**src/rtl/mmio_resp_mux.sv**
```systemverilog
// MMIO response mux: returns one registered response per core request, with error words for unmapped addresses.
// Optional hung-device timeout in WAIT is built when MMIO_TIMEOUT_EN is defined.
module mmio_resp_mux #(
    parameter int unsigned N_INPUTS       = 1,
    parameter int unsigned TIMEOUT_CYCLES = 256,
    parameter logic [31:0] ERR_DATA       = 32'hDEADBEEF
) (
    input  logic                  clk,
    input  logic                  resetn,
    input  logic                  rv32_valid,
    input  logic [N_INPUTS-1:0]   dev_sels,
    input  logic [N_INPUTS-1:0]   dev_readys,
    input  logic [N_INPUTS*32-1:0] dev_rdatas,
    output logic                  rv32_ready,
    output logic [31:0]           rv32_rdata,
    output logic                  rv32_err
);

    typedef enum logic [1:0] {
        IDLE = 2'd0,
        WAIT = 2'd1,
        RESP = 2'd2
    } state_t;

    state_t              state_q, state_d;
    logic [N_INPUTS-1:0] sel_q, sel_d;
    logic [31:0]         rdata_q, rdata_d;
    logic                err_q, err_d;
    logic                ready_q;

    logic [N_INPUTS-1:0] mux_sel;
    logic [31:0]         mux_data;
    logic [31:0]         masked [N_INPUTS];
    logic                timeout;

    // In IDLE the arbiter's live select is used; in WAIT only the latched one counts.
    assign mux_sel = (state_q == IDLE) ? dev_sels : sel_q;

    for (genvar gi = 0; gi < N_INPUTS; gi++) begin : g_mask
        assign masked[gi] = dev_rdatas[32*gi +: 32] & {32{mux_sel[gi]}};
    end

    always_comb begin
        mux_data = '0;
        for (int i = 0; i < N_INPUTS; i++) begin
            mux_data = mux_data | masked[i];
        end
    end

`ifdef MMIO_TIMEOUT_EN
    localparam int CNT_W = $clog2(TIMEOUT_CYCLES + 1);

    logic [CNT_W-1:0] cnt_q, cnt_d;

    // cnt_q counts WAIT edges already sampled without a ready.
    assign timeout = (cnt_q == CNT_W'(TIMEOUT_CYCLES - 1));

    always_comb begin
        cnt_d = '0;
        if (state_q == WAIT) begin
            cnt_d = (cnt_q == CNT_W'(TIMEOUT_CYCLES)) ? cnt_q : cnt_q + CNT_W'(1);
        end
    end

    always_ff @(posedge clk or negedge resetn) begin
        if (!resetn) begin
            cnt_q <= '0;
        end else begin
            cnt_q <= cnt_d;
        end
    end
`else
    logic unused_timeout_cfg;

    assign timeout            = 1'b0;
    assign unused_timeout_cfg = ^TIMEOUT_CYCLES;
`endif

    always_comb begin
        state_d = state_q;
        sel_d   = sel_q;
        rdata_d = rdata_q;
        err_d   = err_q;
        case (state_q)
            IDLE: begin
                if (rv32_valid) begin
                    if (dev_sels == '0) begin
                        rdata_d = ERR_DATA;
                        err_d   = 1'b1;
                        state_d = RESP;
                    end else if ((dev_sels & dev_readys) != '0) begin
                        rdata_d = mux_data;
                        err_d   = 1'b0;
                        state_d = RESP;
                    end else begin
                        sel_d   = dev_sels;
                        state_d = WAIT;
                    end
                end
            end
            WAIT: begin
                // Abort beats ready, and ready beats timeout.
                if (!rv32_valid) begin
                    state_d = IDLE;
                end else if ((sel_q & dev_readys) != '0) begin
                    rdata_d = mux_data;
                    err_d   = 1'b0;
                    state_d = RESP;
                end else if (timeout) begin
                    rdata_d = ERR_DATA;
                    err_d   = 1'b1;
                    state_d = RESP;
                end
            end
            RESP: begin
                state_d = IDLE;
            end
            default: begin
                state_d = IDLE;
            end
        endcase
    end

    always_ff @(posedge clk or negedge resetn) begin
        if (!resetn) begin
            state_q <= IDLE;
            sel_q   <= '0;
            rdata_q <= '0;
            err_q   <= 1'b0;
            ready_q <= 1'b0;
        end else begin
            state_q <= state_d;
            sel_q   <= sel_d;
            rdata_q <= rdata_d;
            err_q   <= err_d;
            ready_q <= (state_d == RESP);
        end
    end

    assign rv32_ready = ready_q;
    assign rv32_rdata = rdata_q;
    assign rv32_err   = err_q;

endmodule
```
**config.mk**
```make
export PLATFORM = sky130hd
export DESIGN_NAME = mmio_resp_mux
export DESIGN_NICKNAME = d
export VERILOG_FILES = /design/src/rtl/mmio_resp_mux.sv
export SDC_FILE = /design/constraint.sdc
export NUM_CORES = 1
export LEC_CHECK = 0
export ABC_AREA = 0
export BUFFER_PORTS_ARGS = -buffer_cell sky130_fd_sc_hd__buf_2
export CAP_MARGIN = 40
export CORE_MARGIN = 2
export CORE_UTILIZATION = 53
export DETAILED_ROUTE_END_ITERATION = 8
export PLACE_DENSITY = 0.85
export REMOVE_ABC_BUFFERS = 1
export SYNTH_ARGS = -nofsm -noshare
export SYNTH_HDL_FRONTEND = slang
export SYNTH_SLANG_ARGS = --single-unit
```
**constraint.sdc**
```tcl
create_clock -name clk -period 3.9 [get_ports clk]
set_input_delay 0.195 -clock clk [delete_from_list [all_inputs] [get_ports clk]]
set_output_delay 0.195 -clock clk [all_outputs]
set_load 0.05 [all_outputs]
```
# After elaboration in Yosys (flattened, before gate mapping)

Cells that the tools add are included.

Bits of input ports: 37
Bits in registers: 37
Output and inout bits: 34
Word-level logic and storage cells: 38

Multiplexer cells: 19
Bitwise gates (word level): 4
Eq/ne operators: 6
Reduce and logical (&&, ||, !) cells: 4

Operators by type and width:

| operator                                              | count |
|---|---|
| two-way mux 32 bit                                    | 5 |
| case mux 32 bit (2 select lines)                      | 1 |
| AND 32 bit                                            | 1 |
| two-way mux 2 bit                                     | 5 |
| two-way mux 1 bit                                     | 6 |
| inequality test 2 bit, second input constant          | 3 |
| AND reduction 5 bit                                   | 1 |
| case mux 2 bit (2 select lines)                       | 1 |
| AND reduction 4 bit                                   | 1 |
| inequality test 3 x 2 -> 1 bit, second input constant | 1 |
| AND 1 bit                                             | 2 |
| equality test 2 x 1 -> 1 bit, second input constant   | 1 |
| equality test 2 bit, second input constant            | 1 |
| logical NOT 2 bit                                     | 1 |
| case mux 1 bit (2 select lines)                       | 1 |
| nonzero test 2 bit                                    | 1 |
| NOT 1 bit                                             | 1 |

# Longest topological paths before layout

Gate-level depths: netlist (run 1).

Depth in word-level cells: 7
Depth in mapped cells: 6
Gate-level depth less buffers: 4

# Least setup slack after synthesis (run 1)

OpenSTA, ideal clock, no wires.

Kind: reg2reg
From: reg sel_q
To: reg rdata_q[8] (netlist: rv32_rdata[8])
Buffers on the path: 3
Required time: 3.779 ns
Period minus slack after synthesis: 1.447 ns
Arrival: 1.326 ns
Library setup time: 0.121 ns
Cell stages (with the launch flop): 7
Slack: 2.453 ns
Path through: dfrtp_1 buf_6 mux2_2 and3_4 buf_6 buf_6 a22o_1

Word-level cells in the longest chain between the ends: 6
Elaborated cells between the ends (all ways): 11
Those cells by class: 1 x eq/ne; 7 x mux; 2 x bitwise; 1 x reduce/logical

RTL lines:

| element                          | RTL line | source |
|---|---|---|
| start, declared                  | 26       | `logic [N_INPUTS-1:0] sel_q, sel_d;` |
| start signal, assigned           | 133      | `sel_q <= sel_d;` |
| two-way mux 1 bit                | 37       | `assign mux_sel = (state_q == IDLE) ? dev_sels : sel_q;` |
| AND 32 bit                       | 40       | `assign masked[gi] = dev_rdatas[32*gi +: 32] & {32{mux_sel[gi]}};` |
| two-way mux 32 bit               | 91       | `end else if ((dev_sels & dev_readys) != '0) begin` |
| two-way mux 32 bit               | 87       | `if (dev_sels == '0) begin` |
| two-way mux 32 bit               | 86       | `if (rv32_valid) begin` |
| case mux 32 bit (2 select lines) | 84       | `case (state_q)` |
| end signal, assigned             | 134      | `rdata_q <= rdata_d;` |
| end, declared                    | 27       | `logic [31:0] rdata_q, rdata_d;` |

Parallel ways exist; a longest one is shown, timed or not. The select of a mux whose other input is x is not followed.
A chain may end at the register's enable or synchronous reset.

# Worst setup path in the final report (run 1)

From: reg sel_q
To: reg rdata_q[27] (netlist: rv32_rdata[27])

The elaborated chain is that of the path after synthesis.

==> metrics, run 1 <==
switching share of power=40.2%; number of max-cap violations=0; Slew Limit Fails=0; setup slack, reg-to-reg=1.61 ns; post-synthesis sequential area ratio=47.2%; maximum VDD drop=0.000261 V; FF-to-FF End=rv32_rdata[27]; Top FF cell, synth=dfrtp_1; Mapped Avg Cell Area=11.1 sq um; Hold Fails Final Rpt=4; largest net degree at the start of global routing=38; failing checks=hold timing; Clk Tree Root Cell=clkbuf_8; Initial Utilization=54.4%; CP startpoint=sel_q; clock latency on the worst-skew pair=0.29 ns; yosys warns=0; clock-pin slew on the worst setup and hold paths=0.07 ns; reg2reg path depth=4; FP Rows=22; Die Span Y=64.9 microns; Routed WL=4400 microns; CP required=4.10 ns; synthesized flop and latch total=37; initial DRC count=210; initial antenna violation count=0; Area contributors post-synth=dfrtp_1 (47%), a32oi_2 (20%), nand3_1 (12%); die area=0.00421 sq mm; Post-Route Setup TNS=0 ns; ANT nets after route=0; Yosys cell types=21; XOR/XNOR Fraction of Synth Area=0%; crit path DAT=2.50 ns; CP Class=register to register; post-CTS setup buffer count=0; antenna cells=0; Setup-failing EPs final=0; largest family of logic cells by synthesized area=compound AO/OA/AOI/OAI gates; area leader, netlist=dfrtp_1; Clock power frac=26.2%; synth cell count leaders=nand3_1 (49), dfrtp_1 (37), inv_1 (25); CTS Buffer Depth=2; post-CTS sizing=0; Worst Setup Start Kind=register; relative slew slack=43.5%; EDFF count, synth=0; global-route wire length before repair=7220 microns; DRC errors left=0; hold_buf cts=0; Worst setup endpoint=rv32_rdata[27]; worst-margin pin slew=0.848 ns; core area=0.00361 sq mm; drt wl/cell=15.4 microns; Yosys top cell area share=47.2%; PD cells=553 mW/mm^2; CTS Buf Count=5; multiplexer share of the synthesized area=0.574%; vias in the first global route=1568; Tmin final=2.29 ns; Tot GR Track Use=22.4%; nets=274; Fmax achieved=436 MHz; CTS sink cnt=37; Gate power share=37.0%; Worst Path Max Fanout=27; Hold Worst Slack=-0.00115 ns; clk_skew=0.00331 ns; endpoint type of the worst setup path=register; status=complete, but fails checks; H-tree depth=2; gpl congestion=0.722; async set-reset flop share out of synthesis=100%; Cell Area, Synth=0.00196 sq mm; unrepaired setup endpoints after global routing=false; fraction of layout cells with a size suffix above 1=45.4%; count leader, synth=nand3_1; num ports=71; Cell Int Power=0.783 mW; dpl hpwl=3010 microns; total gr overflow=0; CTS tree=built; worst r2r src=sel_q; Pleak=1.13 nW; Net Switching=0.526 mW; Via Count=1607; chip width=64.9 microns; final worst path period share=58.8%; via/cell ratio=5.62; post-synthesis simple-gate area fraction=15.5%; sequential cell fraction of total power=36.8%; Synth Area in Compound Gates=24.9%; Layout area overhead=20.7%; IO Port Bufs=70; adder-cell area share of the yosys netlist=0%; power consumption=1.31 mW; Hold Path Class=input pin to async pin; 1st-pass router iterations=4; Mapped Cells=177
==> worst min path at each step <==
| stage | end | slack [ns] | cells after the start |
|---|---|---|---|
| after floorplan | rv32_err | -0.10 | 0 |
| after global placement | rv32_rdata[0] | 0.33 | 1 |
| after detailed placement | rv32_rdata[28] | 0.33 | 1 |
| after CTS | rv32_rdata[28] | 0.02 | 1 |
| after global routing | rv32_rdata[28] | 0.07 | 1 |
| final | rv32_rdata[21] | -0.001 | 1 |
==> power groups by stage <==
| stage | Combinational, mW | Sequential, mW | Clock (mW) |
|---|---|---|---|
| final | 0.484 | 0.482 | 0.344 |
| after global routing | 0.511 | 0.489 | 0.371 |
| after CTS | 0.487 | 0.482 | 0.348 |
| after detailed placement | 0.488 | 0.487 | 0 |
| after global placement | 0.478 | 0.486 | 0 |
| after floorplan | 0.142 | 0.699 | 0 |
==> flip-flops by register name, summed over array words and instances, names as in the netlist <==
register,flops
rv32_ready,1
rv32_rdata,32
rv32_err,1
state_q,2
sel_q,1
==> through the flow <==
stage	hold slack [ns]	area (sq um)	worst slack [ns]	instances	util, %
5_1_grt	0.0673	2370	1.48	286	65.7
4_1_cts	0.0170	2370	1.66	286	65.7
3_5_place_dp	0.333	2250	1.67	278	62.5
2_1_floorplan	-0.101	1830	1.82	158	-
6_report	-0.00115	2370	1.61	286	65.7
3_3_place_gp	0.328	2250	1.73	278	62.5
==> worst max-delay path, stage by stage (launching register included) <==
cell,delay [ns]
dfrtp_1,0.90
nand2_1,0.17
a211o_1,0.59
buf_4,0.35
a32oi_2,0.19
==> final cells by class <==
| cell class | instances | area (sq um) |
|---|---|---|
| multi-input combinational | 95 | 805 |
| clock buffer | 7 | 86.3 |
| clock inverter | 1 | 30.0 |
| sequential | 37 | 926 |
| inverter | 26 | 97.6 |
| timing repair buffer | 72 | 365 |
| fill | 292 | 1240 |
| tap | 48 | 60.1 |
==> cell usage in the layout (no fill, tap or decap) <==
cell type | netlist | layout
a211o_1 | 1 | 1
a21oi_1 | 1 | 1
a22o_1 | 8 | 8
a32oi_2 | 24 | 24
and3_4 | 1 | 1
buf_2 | 3 | 70
buf_4 | 0 | 2
bufinv_16 | 0 | 1
clkbuf_1 | 8 | 1
clkbuf_8 | 0 | 6
dfrtp_1 | 37 | 37
inv_1 | 25 | 25
inv_2 | 1 | 1
mux2_2 | 1 | 1
nand2_1 | 2 | 2
nand2b_1 | 1 | 1
nand3_1 | 49 | 49
nor2_1 | 2 | 2
nor2b_1 | 1 | 1
nor2b_4 | 1 | 1
o21a_1 | 1 | 1
o21bai_1 | 1 | 1
or2_2 | 1 | 1
==> per-layer routing <==
metal	up-vias	part of all wire, %	global-route usage (%)
met1	767	43	29.6
met5	-	0	0
met4	0	1.2	9.31
met3	5	7.0	5.03
li1	755	-	-
met2	80	49	35.4
==> cells by family (layout without fill, tap and decap cells) <==
group                  count (synthesis)  count (layout)
AO/OA/AOI/OAI                         36              36
buffers and inverters                 45             106
flip-flops                            37              37
multiplexers                           1               1
AND/OR/NAND/NOR                       58              58
Note: power is estimated with default switching activity, not from simulation.
==> run 2: changes to the inputs <==
--- a/config.mk
+++ b/config.mk
@@ -5,13 +5,13 @@
 export SDC_FILE = /design/constraint.sdc
 export NUM_CORES = 1
 export LEC_CHECK = 0
-export ABC_AREA = 0
+export ABC_AREA = 1
 export BUFFER_PORTS_ARGS = -buffer_cell sky130_fd_sc_hd__buf_2
 export CAP_MARGIN = 40
 export CORE_MARGIN = 2
-export CORE_UTILIZATION = 53
+export CORE_UTILIZATION = 43
 export DETAILED_ROUTE_END_ITERATION = 8
-export PLACE_DENSITY = 0.85
+export PLACE_DENSITY = 0.75
 export REMOVE_ABC_BUFFERS = 1
 export SYNTH_ARGS = -nofsm -noshare
 export SYNTH_HDL_FRONTEND = slang
==> constraint.sdc (replaced) <==
create_clock -name clk -period 1.8 [get_ports clk]
set_input_delay 0.09 -clock clk [delete_from_list [all_inputs] [get_ports clk]]
set_output_delay 0.09 -clock clk [all_outputs]
set_load 0.05 [all_outputs]
==> run 2 against run 1 <==
Net effect:
- the run now ends clean
- final cell count up 19%
- register-to-register slack worse by 1.3 ns
- wire length down 19%
- first-iteration DRC count down 71%
- combinational power up 110%
- area after synthesis down 11%
- critical path depth up 3
- count of clock-buffer cells in the layout unchanged
- fmax up 55%
- largest cell class unchanged
- largest power group is now sequential cells
==> metrics, run 2 <==
status=finished, final reports clean; most common cell after layout, fill and taps aside=buf_2; worst-margin pin slew=0.815 ns; post-CTS sizing=0; async set-reset flop share out of synthesis=100%; unrepaired setup endpoints after global routing=false; hold_buf cts=1; CTS Buffer Depth=2; number of max-cap violations=0; Setup-failing EPs final=0; post-layout util=56.8%; ANT nets after route=0; IO Port Bufs=70; Pleak=1.40 nW; Yosys top cell area share=53.2%; 1st-pass router iterations=4; core area=0.00394 sq mm; drt wl/cell=10.5 microns; clock-pin slew on the worst setup and hold paths=0.07 ns; Cell Area, Synth=0.00174 sq mm; maximum VDD drop=0.000604 V; crit path DAT=1.63 ns; vias in the first global route=1294; Worst Path Max Fanout=15; largest net degree at the start of global routing=38; relative slew slack=45.6%; Largest register FFs=32; Routed WL=3540 microns; CP Class=register to register; area leader, netlist=dfrtp_1; synth cell count leaders=nand2_1 (65), inv_1 (54), dfrtp_1 (37); die area=0.00458 sq mm; Hold Path Class=input pin to register; Slowest-stage cell, CP=dfrtp_1; num ports=71; max incr delay on CP=0.41 ns; Yosys cell types=19; PD cells=1170 mW/mm^2; Tot GR Track Use=16.1%; Worst Setup Start Kind=register; count leader, synth=nand2_1; post-synthesis sequential area ratio=53.2%; Area contributors post-synth=dfrtp_1 (53%), nand2_1 (14%), inv_1 (12%); Fmax achieved=677 MHz; CTS sink cnt=37; Tmin final=1.48 ns; Mapped Cells=215; CTS Buf Count=5; chip width=67.6 microns; Initial Utilization=44.2%; final worst path period share=82.1%; setup slack, reg-to-reg=0.32 ns; fillcell total=386; via/cell ratio=4.31; CP required=1.95 ns; Layout area overhead=28.6%; FP Rows=23; DRC errors left=0; most frequent cells in the layout=buf_2 (70), nand2_1 (65), inv_1 (54); H-tree depth=2; clk_skew=0.00520 ns; dpl hpwl=2470 microns; global-route wire length before repair=5590 microns; Top FF cell, synth=dfrtp_1; post-CTS setup buffer count=0; gpl congestion=0.699; synthesized flop and latch total=37; Mapped Avg Cell Area=8.10 sq um; yosys warns=0; Die Span Y=67.6 microns; power consumption=2.63 mW; total gr overflow=0; Via Count=1461; EDFF count, synth=0; Post-Route Setup TNS=0 ns; CTS tree=built; antenna cells=0; Slew Limit Fails=0; Hold Worst Slack=0.0519 ns; fraction of layout cells with a size suffix above 1=32.9%; initial DRC count=61; Clk Tree Root Cell=clkbuf_8; Hold Fails Final Rpt=0; crit path cell chain=inv_1 > nand2_1 > nand2_2 > inv_2 > nor2_4 > buf_12 > a21oi_1; endpoint type of the worst setup path=register; initial antenna violation count=0; clock latency on the worst-skew pair=0.27 ns; nets=326
==> run 2: layout make-up <==
type | count | area (sq um) | area share [%]
flip-flops and latches | 37 | 926 | 41.3
multi-input cells | 115 | 548 | 24.5
repair buffers | 75 | 410 | 18.3
inverters | 55 | 206 | 9.22
clock buffers | 7 | 86.3 | 3.85
well taps | 50 | 62.6 | 2.79
==> run 2: cell families (layout without fill, tap and decap cells) <==
kind of cell | after synthesis | after routing | synth area share [%]
AOI/OAI and AO/OA | 35 | 35 | 12.6
buffers and inverters | 63 | 137 | 15.4
DFF | 37 | 37 | 53.2
and+or+nand+nor | 80 | 80 | 18.9
==> run 2: final timing paths <==
check	depth (start not counted)	startpoint	end
worst max-delay path	7	state_q[1]	rv32_rdata[10]
worst min-delay path	3	dev_rdatas[28]	rv32_rdata[28]
worst max register to register	7	state_q[1]	rv32_rdata[10]
worst min register to register	2	rv32_rdata[29]	rv32_rdata[29]
max in group asynchronous	2	resetn	rv32_rdata[24]
min in group asynchronous	2	resetn	rv32_rdata[20]
==> run 2: routing by layer <==
layer	global-route usage [%]	part of all wire, %
met2	24.5	44
met4	4.59	0.23
met1	22.7	49
met3	3.67	6.0
met5	0	0
==> run 2: report_power, final <==
part           internal [mW]  leakage [nW]  total [mW]  switching [mW]
clock network          0.303        0.0443       0.556           0.253
registers              0.971         0.418        1.04          0.0691
logic                  0.254         0.935        1.03           0.776
total                   1.53          1.40        2.63            1.10
==> run 2: critical path: cells and delay by family, from the launching register on <==
family / cells / cell delay [ns]
and+or+nand+nor: 3 / 0.53
buffers and inverters: 3 / 0.34
AOI/OAI and AO/OA: 1 / 0.07
DFF: 1 / 0.41
==> run 2: per-stage QoR <==
stage | setup slack, ns | std cells | cell area [sq um]
floorplan | -0.0917 | 207 | 1680
global placement | 0.184 | 330 | 2130
detailed placement | 0.331 | 331 | 2140
CTS | 0.317 | 339 | 2240
global route | 0.232 | 339 | 2240
finish | 0.323 | 339 | 2240
